===== src/rtl/random_sampler.sv =====
//------------------------------------------------------------------------------
// Module   : random_sampler
// Brief    : Captures a free-running counter value on request and reduces it
//            to 0..RANGE-1 by repeated subtraction; valid/ack result handshake.
//            Optional input whitening LFSR under RANDOM_SAMPLER_WHITEN_EN.
// Revision : 1.0 - initial release
//------------------------------------------------------------------------------
`default_nettype none

module random_sampler #(
   parameter int WIDTH = 8,
   parameter int RANGE = 200
) (
   input  logic           clk,
   input  logic           rst,
   input  logic [WIDTH:0] cnt_in,
   input  logic           req,
   input  logic           ack,
   output logic           busy,
   output logic           valid,
   output logic [WIDTH:0] value
);

   // RANGE may equal 2^(WIDTH+1), so the compare needs one extra bit.
   localparam logic [WIDTH+1:0] c_RANGE_X = (WIDTH+2)'(RANGE);
   localparam logic [WIDTH:0]   c_RANGE_N = c_RANGE_X[WIDTH:0];

   typedef enum logic [1:0] {
      S_IDLE   = 2'd0,
      S_REDUCE = 2'd1,
      S_HOLD   = 2'd2
   } state_t;

   state_t         r_state;
   logic [WIDTH:0] r_work;
   logic [WIDTH:0] w_sample;
   logic           w_ge;

`ifdef RANDOM_SAMPLER_WHITEN_EN
   logic [15:0] r_lfsr;

   always_ff @(posedge clk) begin
      if (rst) begin
         r_lfsr <= 16'hACE1;
      end else begin
         r_lfsr <= {r_lfsr[14:0], r_lfsr[15] ^ r_lfsr[13] ^ r_lfsr[12] ^ r_lfsr[10]};
      end
   end

   assign w_sample = cnt_in ^ r_lfsr[WIDTH:0];
`else
   assign w_sample = cnt_in;
`endif

   assign w_ge = ({1'b0, r_work} >= c_RANGE_X);

   always_ff @(posedge clk) begin
      if (rst) begin
         r_state <= S_IDLE;
         r_work  <= '0;
         value   <= '0;
         valid   <= 1'b0;
         busy    <= 1'b0;
      end else begin
         case (r_state)
            S_IDLE: begin
               if (req) begin
                  r_work  <= w_sample;
                  r_state <= S_REDUCE;
                  busy    <= 1'b1;
               end
            end
            S_REDUCE: begin
               if (w_ge) begin
                  r_work <= r_work - c_RANGE_N;
               end else begin
                  value   <= r_work;
                  valid   <= 1'b1;
                  r_state <= S_HOLD;
               end
            end
            S_HOLD: begin
               // req alone is ignored here; only ack releases the result
               if (ack) begin
                  valid <= 1'b0;
                  if (req) begin
                     r_work  <= w_sample;
                     r_state <= S_REDUCE;
                  end else begin
                     r_state <= S_IDLE;
                     busy    <= 1'b0;
                  end
               end
            end
            default: begin
               r_state <= S_IDLE;
               valid   <= 1'b0;
               busy    <= 1'b0;
            end
         endcase
      end
   end

endmodule

`default_nettype wire


===== config.mk =====
export PLATFORM = sky130hd
export DESIGN_NAME = random_sampler
export DESIGN_NICKNAME = d
export VERILOG_FILES = /design/src/rtl/random_sampler.sv
export SDC_FILE = /design/constraint.sdc
export NUM_CORES = 1
export LEC_CHECK = 0
export ABC_CLOCK_PERIOD_IN_PS = 2800
export CORE_MARGIN = 10
export CORE_UTILIZATION = 45
export DETAILED_ROUTE_END_ITERATION = 10
export GPL_TIMING_DRIVEN = 0
export HOLD_SLACK_MARGIN = 0.12
export PLACE_DENSITY = 0.77
export SETUP_SLACK_MARGIN = 0.5
export SLEW_MARGIN = 25
export SYNTH_ARGS = -nofsm -noshare
export SYNTH_HDL_FRONTEND = slang
export SYNTH_SLANG_ARGS = --single-unit

===== constraint.sdc =====
create_clock -name clk -period 2.8 [get_ports clk]
set_input_delay 0.56 -clock clk [delete_from_list [all_inputs] [get_ports clk]]
set_output_delay 0.56 -clock clk [all_outputs]
set_load 0.02 [all_outputs]

==> flow_summary.json <==
{
  "critPathTopFamily": "buffers and inverters",
  "swShare_pct": 27.0,
  "post-route-drc-count": 0,
  "period_share_pct": 73.7,
  "post-place-ws_ns": 0.394,
  "drt_iter0_markers": 31,
  "maxCapViolCount": 0,
  "worst-path-buf-inv": 2,
  "critPathRequiredTime_ns": 3.01,
  "multi_input_area_um2": 559,
  "critical-path-max-stage-delay_ns": 0.49,
  "syn_avg_cell_area_um2": 9.17,
  "ys_warn_count": 0,
  "place_area_um2": 1350,
  "synth_edf_count": 0,
  "final_cell_mix": "23 x clkdlybuf4s50_1, 22 x dfxtp_1, 15 x nand2_1, 11 x a21oi_1, 9 x nor2_1",
  "synth_nets": 132,
  "grt_overflow_total": 0,
  "crit_type": "in -> reg",
  "run_status": "complete, no violations",
  "power_density_nw_per_um2": 548,
  "worst_path_max_delay_cell": "clkdlybuf4s50_1",
  "fp-row-count": 17,
  "final_common_cell": "clkdlybuf4s50_1",
  "finalSetupTns_ns": 0,
  "antenna_found_initial": 0,
  "clkLatencyLatePin_ns": 0.32,
  "avgViaCountPerCell": 5.38,
  "slew_headroom_pct": 64.6,
  "routed_wl_um": 2500,
  "area_delta_synth_final_pct": 29.4,
  "synth_flop_cell": "dfxtp_1",
  "routedWlPerCell_um": 14.5,
  "core_area_um2": 2250,
  "netlist_area_um2": 1080,
  "track_usage_pct": 10.6,
  "htree_levels": 1,
  "utilization_pct": 62.1,
  "hold_class": "reg -> reg",
  "cts_buffer_depth": 2,
  "power.switching_uw": 207,
  "clock-sinks": 22,
  "dieArea_um2": 4770,
  "critPathLaunchType": "input port",
  "die_h_um": 69.0,
  "tightest_slew_ns": 0.531,
  "worstHoldStart": "valid",
  "p_leak_nw": 0.568,
  "fin_area_um2": 1400,
  "die_w_um": 69.0,
  "synth_area_leaders": "dfxtp_1 41%, mux2i_1 5.5%, nand2_1 5.2%",
  "cts.repair.resized": 0,
  "initial_core_util_pct": 48.0,
  "io_buffers": 23,
  "clkPwrFrac_pct": 31.9,
  "reg2reg_from": "r_work[3]",
  "setup_viol": 0,
  "place_congestion": 0.854,
  "finalMaxSlewViolations": 0,
  "fmax_ghz": 0.485,
  "grt_max_degree": 14,
  "hpwlAfterDp_um": 1910,
  "cts_setup_buffers": 0,
  "grt_pass1_vias": 913,
  "cp_max_fo": 7,
  "synth-seq-cells": 22,
  "crit_chain": "clkdlybuf4s50_1 > nor2b_1 > and2_4 > buf_6 > mux2_4 > a221oi_2 > nor2_1",
  "nets": 160,
  "rsz0062_at_grt": "no",
  "r2r_setup_slack_ns": 1.10,
  "postSynthCellCount": 118,
  "first_pass_iters": 4,
  "ant_nets": 0,
  "hold_viol": 0,
  "crit_path_end_kind": "flop",
  "yosys.area.top_type_share_pct": 40.7,
  "num-fill-cells": 205,
  "drive_above_1_share_pct": 14.5,
  "cp-startpoint": "req",
  "synth_top_cell_by_area": "dfxtp_1",
  "grt_pass1_wl_um": 4380,
  "numCtsBuffers": 3,
  "synth_seq_area_share_pct": 40.7,
  "synthArstFlopShare_pct": 0,
  "clk_pin_slew_ns": 0.13,
  "min_period_ns": 2.06,
  "root_buffer": "clkbuf_4",
  "seqPwrFrac_pct": 46.2,
  "layout_setup_ws_ns": 0.737,
  "num_antenna_cells": 0,
  "ir_drop_uv": 359,
  "io-pin-count": 24,
  "p_int_uw": 560,
  "cts_tree": "done",
  "arrival_ns": 2.27,
  "seqCellArea_um2": 440,
  "synth_cell_type_count": 38,
  "skew_ns": 0.00840,
  "hold_buffers": 0,
  "num_vias": 930,
  "combinationalPowerShare_pct": 21.9
}
-- tightest hold or removal path, cell delays in order, from the launching register on --
cell and delay [ns]:
dfxtp_1 0.33, nand2_1 0.05, a21oi_1 0.05
-- path summary, 6_finish.rpt --
path	to	cells past startpoint
min	valid	2
max	r_work[5]	7
min reg2reg	valid	2
max reg2reg	value[7]	8
-- state kept, by name, summed over array words and instances, names as in the netlist --
name / cells
valid: 1
r_work: 9
value: 9
busy: 1
r_state: 2
-- synthesized netlist by cell type (all sizes together), types with 3 or more instances --
| cell type | count |
|---|---|
| a211oi | 4 |
| mux2i | 6 |
| nand2 | 15 |
| nor2 | 9 |
| nand3 | 9 |
| inv | 6 |
| nand2b | 3 |
| a21oi | 13 |
| buf | 5 |
| dfxtp | 22 |
-- power groups by stage --
| stage | Combinational [mW] | Clock [mW] | Sequential [mW] |
|---|---|---|---|
| after floorplan | 0.107 | 0 | 0.365 |
| after global placement | 0.164 | 0 | 0.360 |
| after detailed placement | 0.167 | 0 | 0.361 |
| after global routing | 0.183 | 0.261 | 0.358 |
| final | 0.168 | 0.245 | 0.355 |
| after CTS | 0.168 | 0.248 | 0.355 |
-- area by class of cell --
| type | count | area share, % |
|---|---|---|
| Clock buffer | 3 | 1.61 |
| Sequential cell | 22 | 31.5 |
| Inverter | 6 | 1.61 |
| Clock inverter | 1 | 2.14 |
| Buffer | 7 | 4.29 |
| Tap cell | 28 | 2.50 |
| Timing Repair Buffer | 23 | 16.4 |
| Multi-Input combinational cell | 83 | 39.9 |
-- per-layer routing --
metal	routed length [µm]	up-vias	share of wire (%)	track usage [%]
met3	92	5	3.7	1.43
met1	1140	432	46	12.7
met5	0	-	0	0
met2	1210	25	48	17.5
met4	62	0	2.5	5.99
li1	-	468	-	-
-- logic make-up after synthesis --
group	after synthesis	synth area share (%)
and+or+nand+nor	44	21.0
AOI/OAI and AO/OA	31	22.5
DFF	22	40.7
buffers and inverters	13	7.63
muxes	7	6.94
adders and majority gates	1	1.16
-- metrics by stage --
stage          instances  total power [mW]  hold WS [ns]
2_1_floorplan        118             0.472         0.450
3_3_place_gp         169             0.524         0.445
3_5_place_dp         169             0.528         0.456
4_1_cts              173             0.771         0.474
5_1_grt              173             0.803         0.506
6_report             173             0.768         0.471
Note: power is estimated with default switching activity, not from simulation.
